`src/rtl/fifo_wr_arbiter_if.sv`:
```
// Write-port bundle between the requesters/FIFO write handler and the write arbiter.
interface fifo_wr_arbiter_if #(
  parameter int unsigned NREQ   = 4,
  parameter int unsigned DWIDTH = 8
);
  logic [NREQ-1:0]        req;
  logic [NREQ*DWIDTH-1:0] req_data;
  logic                   wfull;
  logic [NREQ-1:0]        gnt;
  logic [NREQ-1:0]        ack;
  logic                   wr_en;
  logic [DWIDTH-1:0]      wr_data;
  logic                   busy;

  modport master (
    output req, req_data, wfull,
    input  gnt, ack, wr_en, wr_data, busy
  );

  modport slave (
    input  req, req_data, wfull,
    output gnt, ack, wr_en, wr_data, busy
  );
endinterface

```
`src/rtl/fifo_wr_arbiter.sv`:
```
// Round-robin arbiter sharing the FIFO write port among NREQ requesters in bursts of up to
// MAXBURST words, stalling while the FIFO reports full.
module fifo_wr_arbiter #(
  parameter int unsigned NREQ     = 4,
  parameter int unsigned DWIDTH   = 8,
  parameter int unsigned MAXBURST = 4
) (
  input  logic               wr_clk,
  input  logic               wr_rst,
  fifo_wr_arbiter_if.slave   bus
);

  localparam int unsigned IW = (NREQ > 1) ? $clog2(NREQ) : 1;
  localparam int unsigned BW = (MAXBURST > 1) ? $clog2(MAXBURST) : 1;

  typedef enum logic {StIdle, StBurst} state_e;

  state_e          r_state, w_state_d;
  logic [IW-1:0]   r_owner, w_owner_d;
  logic [IW-1:0]   r_rr_ptr, w_rr_ptr_d;
  logic [BW-1:0]   r_bcnt, w_bcnt_d;

  logic            w_found;
  logic [IW-1:0]   w_sel;
  logic [IW:0]     w_sum;
  logic [IW-1:0]   w_owner_inc;
  logic [NREQ-1:0] w_onehot;
  logic [DWIDTH-1:0] w_data_sel;
  logic            w_write;

  // Circular priority scan starting at rr_ptr; the wrap is explicit so any NREQ works.
  always_comb begin
    w_found = 1'b0;
    w_sel   = '0;
    w_sum   = '0;
    for (int k = 0; k < int'(NREQ); k++) begin
      w_sum = {1'b0, r_rr_ptr} + (IW+1)'(k);
      if (w_sum >= (IW+1)'(NREQ)) begin
        w_sum = w_sum - (IW+1)'(NREQ);
      end
      if (!w_found && bus.req[w_sum[IW-1:0]]) begin
        w_found = 1'b1;
        w_sel   = w_sum[IW-1:0];
      end
    end
  end

  always_comb begin
    w_data_sel = '0;
    for (int i = 0; i < int'(NREQ); i++) begin
      if (IW'(i) == r_owner) begin
        w_data_sel = bus.req_data[i*DWIDTH +: DWIDTH];
      end
    end
  end

  assign w_owner_inc = (r_owner == IW'(NREQ - 1)) ? '0 : r_owner + 1'b1;
  assign w_onehot    = NREQ'(1) << r_owner;
  assign w_write     = (r_state == StBurst) && bus.req[r_owner] && !bus.wfull;

  always_comb begin
    w_state_d  = r_state;
    w_owner_d  = r_owner;
    w_rr_ptr_d = r_rr_ptr;
    w_bcnt_d   = r_bcnt;
    case (r_state)
      StIdle: begin
        if (w_found) begin
          w_state_d = StBurst;
          w_owner_d = w_sel;
          w_bcnt_d  = '0;
        end
      end
      StBurst: begin
        if (!bus.req[r_owner]) begin
          w_state_d  = StIdle;
          w_rr_ptr_d = w_owner_inc;
        end else if (!bus.wfull) begin
          if (r_bcnt == BW'(MAXBURST - 1)) begin
            w_state_d  = StIdle;
            w_rr_ptr_d = w_owner_inc;
          end else begin
            w_bcnt_d = r_bcnt + 1'b1;
          end
        end
      end
      default: w_state_d = StIdle;
    endcase
  end

  always_ff @(posedge wr_clk or posedge wr_rst) begin
    if (wr_rst) begin
      r_state  <= StIdle;
      r_owner  <= '0;
      r_rr_ptr <= '0;
      r_bcnt   <= '0;
    end else begin
      r_state  <= w_state_d;
      r_owner  <= w_owner_d;
      r_rr_ptr <= w_rr_ptr_d;
      r_bcnt   <= w_bcnt_d;
    end
  end

  // Outputs decode registered state, so an asynchronous reset drops them at once.
  assign bus.busy    = (r_state == StBurst);
  assign bus.gnt     = bus.busy ? w_onehot : '0;
  assign bus.ack     = w_write ? w_onehot : '0;
  assign bus.wr_en   = w_write;
  assign bus.wr_data = w_write ? w_data_sel : '0;

endmodule

```
`src/flat_wrapper.sv`:
```
// flat-port wrapper written by rule: the top's interface ports become plain ports
module fifo_wr_arbiter_flat 
#(
  parameter int unsigned NREQ     = 4,
  parameter int unsigned DWIDTH   = 8,
  parameter int unsigned MAXBURST = 4
)
  (wr_clk, wr_rst, bus_req, bus_req_data, bus_wfull, bus_gnt, bus_ack, bus_wr_en, bus_wr_data, bus_busy);
  fifo_wr_arbiter_if #(.NREQ(NREQ), .DWIDTH(DWIDTH)) bus_i ();
  input  logic wr_clk;
  input  logic wr_rst;
  input wire logic [$bits(bus_i.req)-1:0] bus_req;
  input wire logic [$bits(bus_i.req_data)-1:0] bus_req_data;
  input wire logic [$bits(bus_i.wfull)-1:0] bus_wfull;
  output wire logic [$bits(bus_i.gnt)-1:0] bus_gnt;
  output wire logic [$bits(bus_i.ack)-1:0] bus_ack;
  output wire logic [$bits(bus_i.wr_en)-1:0] bus_wr_en;
  output wire logic [$bits(bus_i.wr_data)-1:0] bus_wr_data;
  output wire logic [$bits(bus_i.busy)-1:0] bus_busy;
  assign bus_i.req = bus_req;
  assign bus_i.req_data = bus_req_data;
  assign bus_i.wfull = bus_wfull;
  assign bus_gnt = bus_i.gnt;
  assign bus_ack = bus_i.ack;
  assign bus_wr_en = bus_i.wr_en;
  assign bus_wr_data = bus_i.wr_data;
  assign bus_busy = bus_i.busy;
  fifo_wr_arbiter #(.NREQ(NREQ), .DWIDTH(DWIDTH), .MAXBURST(MAXBURST)) u_core (.wr_clk(wr_clk), .wr_rst(wr_rst), .bus(bus_i));
endmodule
```
`config.mk`:
```
export PLATFORM = sky130hd
export DESIGN_NAME = fifo_wr_arbiter_flat
export DESIGN_NICKNAME = d
export VERILOG_FILES = /design/src/rtl/fifo_wr_arbiter_if.sv /design/src/rtl/fifo_wr_arbiter.sv /design/src/flat_wrapper.sv
export SDC_FILE = /design/constraint.sdc
export NUM_CORES = 1
export LEC_CHECK = 0
export ABC_CLOCK_PERIOD_IN_PS = 2740
export CAP_MARGIN = 10
export CORE_UTILIZATION = 38
export CTS_BUF_LIST = sky130_fd_sc_hd__clkbuf_16
export DETAILED_ROUTE_END_ITERATION = 7
export GPL_ROUTABILITY_DRIVEN = 1
export PLACE_DENSITY = 0.95
export SETUP_SLACK_MARGIN = 0.2
export SYNTH_ARGS = -nofsm -noshare
export SYNTH_HDL_FRONTEND = slang
export SYNTH_SLANG_ARGS = --single-unit
```
`constraint.sdc`:
```
create_clock -name wr_clk -period 2.74 [get_ports wr_clk]
set_input_delay 0.548 -clock wr_clk [delete_from_list [all_inputs] [get_ports wr_clk]]
set_output_delay 0.548 -clock wr_clk [all_outputs]
set_load 0.01 [all_outputs]
```
; ---- Word level (Yosys, flattened, before mapping)
; Index checks and enable logic that the tools add are counted.
[totals]
wordCells = 91
mem_count = 0
ramBits = 0
out_inout_bits = 18
mem_bits_ro = 0
latch_bits = 0
regBits = 7
[op_classes]
muxes = 43
reduce_logical = 13
bitwise = 1
n_mul = 0
addsub = 9
n_lt_le_gt_ge = 9
n_eq_ne = 11
div = 0
shifts = 1
[ops]
columns = operator, n
row1 = $mux 8, 5
row2 = $mux 2, 16
row3 = $lt 2x3->1 const B, 5
row4 = $mux 1, 13
row5 = $bmux 1 s2, 5
row6 = $ne 2x2->1 const B, 5
row7 = $ge 3x3->1 const B, 3
row8 = $mux 4, 2
row9 = $sub 2x1->2 const B, 4
row10 = $add 2x2->3 const B, 2
row11 = $logic_and 1x1->1, 5
row12 = $add 2x1->2 const B, 2
row13 = $eq 2x2->1 const A, 2
row14 = $eq 2x2->1 const B, 2
row15 = $logic_not 1->1, 4
row16 = $pmux 2 s2, 1
row17 = $reduce_and 4->1, 1
row18 = $shl 1x2->4 const A, 1
row19 = $add 2x1->3 const B, 1
row20 = $ge 2x3->1 const B, 1
row21 = $reduce_and 3->1, 1
row22 = $eq 1x2->1 const A, 1
row23 = $logic_not 2->1, 1
row24 = $ne 2x1->1 const B, 1
row25 = other kinds (3), 3

; ---- Logic depth before layout (Yosys ltp)
[depth]
word_depth = 16
depth_mapped = 6

; ---- Worst setup path after synthesis
; Ideal clock, no wire load.
[synth_path]
kind = flip-flop to output port
start = register u_core.r_owner[0]
end = output port bus_wr_data[0]
path_stages_with_launch = 7
setup_slack_ps = 608
t_arrival_ps = 1584
n_path_buf = 2
cell_sequence = dfrtp_1 > inv_1 > ha_1 > clkbuf_1 > clkbuf_1 > a221o_1 > a21oi_1
[synth_via]
elab_chain_len = 6
elab_cells_between_ends = 13
[synth_rtl]
columns = element, line_no
row1 = "start, declared", fifo_wr_arbiter.sv:19  ; logic [IW-1:0] r_owner, w_owner_d;
row2 = "start signal, assigned", fifo_wr_arbiter.sv:99  ; r_owner <= w_owner_d;
row3 = $logic_not 2->1, fifo_wr_arbiter.sv:51  ; if (IW'(i) == r_owner) begin
row4 = $mux 8 (4 in a row), fifo_wr_arbiter.sv:51
row5 = $mux 8 (*), fifo_wr_arbiter.sv:110  ; assign bus.wr_data = w_write ? w_data_sel : '0;
row6 = "end, declared", flat_wrapper.sv:18  ; output wire logic [$bits(bus_i.wr_data)-1:0] bus_wr_data;
; Mark *: on every way between the ends. The rest lies on a longest branch, timed or not. The select of a mux whose other input is x is not followed.

; ---- Worst setup path in the final report
[layout_path]
start = input port bus_req[0]
end = output port bus_ack[2]
[layout_via]
elab_chain_len = 5
[layout_rtl]
columns = element, line_no
row1 = "start, declared", flat_wrapper.sv:12  ; input wire logic [$bits(bus_i.req)-1:0] bus_req;
row2 = $bmux 1 s2, fifo_wr_arbiter.sv:59  ; assign w_write = (r_state == StBurst) && bus.req[r_owner] && !bus.wfull;
row3 = $mux 1 (implied by the code), fifo_wr_arbiter.sv:59
row4 = $logic_and 1x1->1 (2 in a row), fifo_wr_arbiter.sv:59
row5 = $mux 4, fifo_wr_arbiter.sv:108  ; assign bus.ack = w_write ? w_onehot : '0;
row6 = "end, declared", flat_wrapper.sv:16  ; output wire logic [$bits(bus_i.ack)-1:0] bus_ack;
; Every way passes these cells. The select of a mux whose other input is x is not followed.

==> results.json <==
{
  "period_share_pct": 90.7,
  "period_needed_ns": 2.49,
  "synth_cell_types": 28,
  "fin_cells": 208,
  "grt_pass1_vias": 1053,
  "drt-initial-drc-count": 31,
  "cp-end-kind": "output port",
  "cpLargestDelayFamily": "buffers and inverters",
  "worst_pin_slew_ns": 0.579,
  "path_cells": "clkdlybuf4s50_1 -> mux4_2 -> buf_6 -> and3_1 -> buf_2",
  "placedCellCount": 202,
  "fillCellCount": 152,
  "grt-ovfl-total": 0,
  "grt_pass1_wl_microns": 4640,
  "gp_congestion": 0.804,
  "drc": 0,
  "r2r_cells": 7,
  "worstSetupStartpointType": "input port",
  "wl_per_cell_microns": 14.7,
  "min_path_cells": 1,
  "layout_commonest_cell": "clkdlybuf4s50_1",
  "hold_slack_ns": 0.493,
  "finClkSkew_ns": 0.000753,
  "numCtsBuffers": 3,
  "core-area_sq_mm": 0.00204,
  "tritoncts": "done",
  "hold_viol_final": 0,
  "syn_to_final_growth_pct": 82.0,
  "syn_inst": 116,
  "timing.fmax_ghz": 0.402,
  "max-slew-margin-rel_pct": 61.0,
  "grt_max_degree": 20,
  "synth_seq_cells": 7,
  "clock-root-buffer": "clkbuf_16",
  "arrival_ns": 1.94,
  "initial_utilization_pct": 42.1,
  "slowest_delay_ns": 0.52,
  "num_vias": 1134,
  "io_pins": 57,
  "layout-drive-gt1-share_pct": 20.4,
  "yosys-top-cells-area": "dfrtp_1, a21oi_1, a221o_1, nand3b_1, ha_1",
  "port_buffers": 56,
  "finalSetupTns_ns": 0,
  "vias_per_cell": 5.45,
  "pre_cts_ws_ns": -0.0998,
  "final_cell_mix": "clkdlybuf4s50_1, a21oi_1, inv_1",
  "setup_viol": 0,
  "drv_slew": 0,
  "status": "finished clean",
  "cts_num_sinks": 7,
  "ant_nets": 0,
  "syn_avg_cell_area_sq_um": 7.41,
  "clk_path_buf_depth": 2,
  "crit_fanout": 6,
  "critical_path_class": "input port to output port",
  "critPathBufInv": 3,
  "antenna_found_initial": 0,
  "syn-num-nets": 160,
  "grt_usage_pct": 24.6,
  "die-area_sq_mm": 0.00246,
  "min-delay-start": "u_core.r_bcnt[0]",
  "maxCapViolations": 0,
  "netlist_area_sq_um": 860,
  "power_density_mw_per_mm2": 886,
  "ir_drop_mv": 0.700,
  "hpwl_microns": 2230,
  "r2r-end": "u_core.r_rr_ptr[1]",
  "fin_ws_ns": 0.254,
  "ys_warn_count": 0,
  "die-width_microns": 49.6,
  "synth_top_cell_by_area": "dfrtp_1",
  "r2r-start": "u_core.r_owner[0]",
  "leakage_uw": 0.000742,
  "synth_top_area_share_pct": 20.4,
  "die_h_microns": 49.6,
  "dr.pass1.iters": 4,
  "htreeDepth": 1,
  "slowest_stage": "mux4_2",
  "path_clk_slew_ns": 0.04,
  "hold_end": "u_core.r_bcnt[0]",
  "insertedDiodeCount": 0,
  "clk_latency_ns": 0.23,
  "rows": 16,
  "rrSetupSlack_ns": 0.67,
  "yosysSeqAreaShare_pct": 20.4,
  "wl_microns": 3060,
  "crit_required_ns": 2.19,
  "final_nets": 226,
  "hold_path.class": "register to register",
  "grt_setup_unrepaired": "false"
}
-- through the flow --
stage	area [sq um]	power [uW]	utilization, %
2_1_floorplan	860	741	-
3_3_place_gp	1510	1080	74.1
3_5_place_dp	1510	1120	74.1
4_1_cts	1560	1370	76.5
5_1_grt	1560	1490	76.6
6_report	1560	1390	76.6
-- per-layer routing --
layer	up-vias	track usage, %	share of wire, %
li1	543	-	-
met1	522	27.9	41
met2	64	44.8	48
met3	5	4.94	9.3
met4	0	9.05	1.2
met5	-	0	0
-- worst max-delay path by stage --
stage / from / end / slack, ns / cells after the start
3_5_place_dp: bus_req[3] / bus_ack[2] / -0.1 / 5
4_1_cts: bus_req[3] / bus_wr_data[5] / 0.16 / 6
3_3_place_gp: bus_req[3] / bus_ack[1] / -0.05 / 5
6_report: bus_req[0] / bus_ack[2] / 0.25 / 5
5_1_grt: bus_req[0] / bus_ack[2] / 0.22 / 5
2_1_floorplan: u_core.r_owner[0] / bus_wr_data[0] / 0.61 / 6
-- final cells by class --
| type | count | area [sq um] | area share [%] |
|---|---|---|---|
| Sequential cell | 7 | 175 | 11.2 |
| Multi-Input combinational cell | 86 | 609 | 39.0 |
| Tap cell | 27 | 33.8 | 2.16 |
| Clock buffer | 3 | 75.1 | 4.80 |
| Inverter | 16 | 60.1 | 3.84 |
| Clock inverter | 1 | 3.75 | 0.240 |
| Timing Repair Buffer | 68 | 607 | 38.8 |
-- kinds of logic after synthesis --
logic type | after synthesis | synth area share [%]
and+or+nand+nor | 39 | 26.1
AOI/OAI and AO/OA | 37 | 28.5
buffers and inverters | 23 | 10.2
DFF | 7 | 20.4
muxes | 5 | 7.57
adders and majority gates | 5 | 7.28
-- power breakdown --
part           switching, uW  total (uW)  internal, uW
clock                   55.0         245           190
sequential              41.6         197           155
combinational            454         944           490
-- sequential cells by signal, indices dropped and copies added (netlist names) --
| register | flops |
|---|---|
| u_core.r_owner | 2 |
| u_core.r_rr_ptr | 2 |
| u_core.bus.busy | 1 |
| u_core.r_bcnt | 2 |
-- synthesized netlist by cell type, drive strengths merged --
| master | n |
|---|---|
| nand3 | 1 |
| o21ai | 4 |
| a221o | 8 |
| buf | 1 |
| o41ai | 2 |
| clkbuf | 6 |
| dfrtp | 7 |
| inv | 16 |
| a21oi | 20 |
| nand2 | 10 |
| nor2 | 1 |
| a2111oi | 1 |
| mux4 | 1 |
| o21bai | 1 |
| nand2b | 5 |
| ha | 5 |
| or2 | 1 |
| and2 | 4 |
| and3 | 4 |
| nor2b | 1 |
| mux2i | 2 |
| nor4 | 1 |
| nor3 | 2 |
| mux2 | 2 |
| a21boi | 1 |
| nand3b | 9 |
-- repair_timing --
item	CTS	global route
endpoints found under the hold margin	0	0
gates resized for setup	54	4
pin swaps	1	1
endpoints found under the setup margin	15	3
hold buffers	0	0
buffers inserted	1	1
Power figures use the tool's default switching activity.
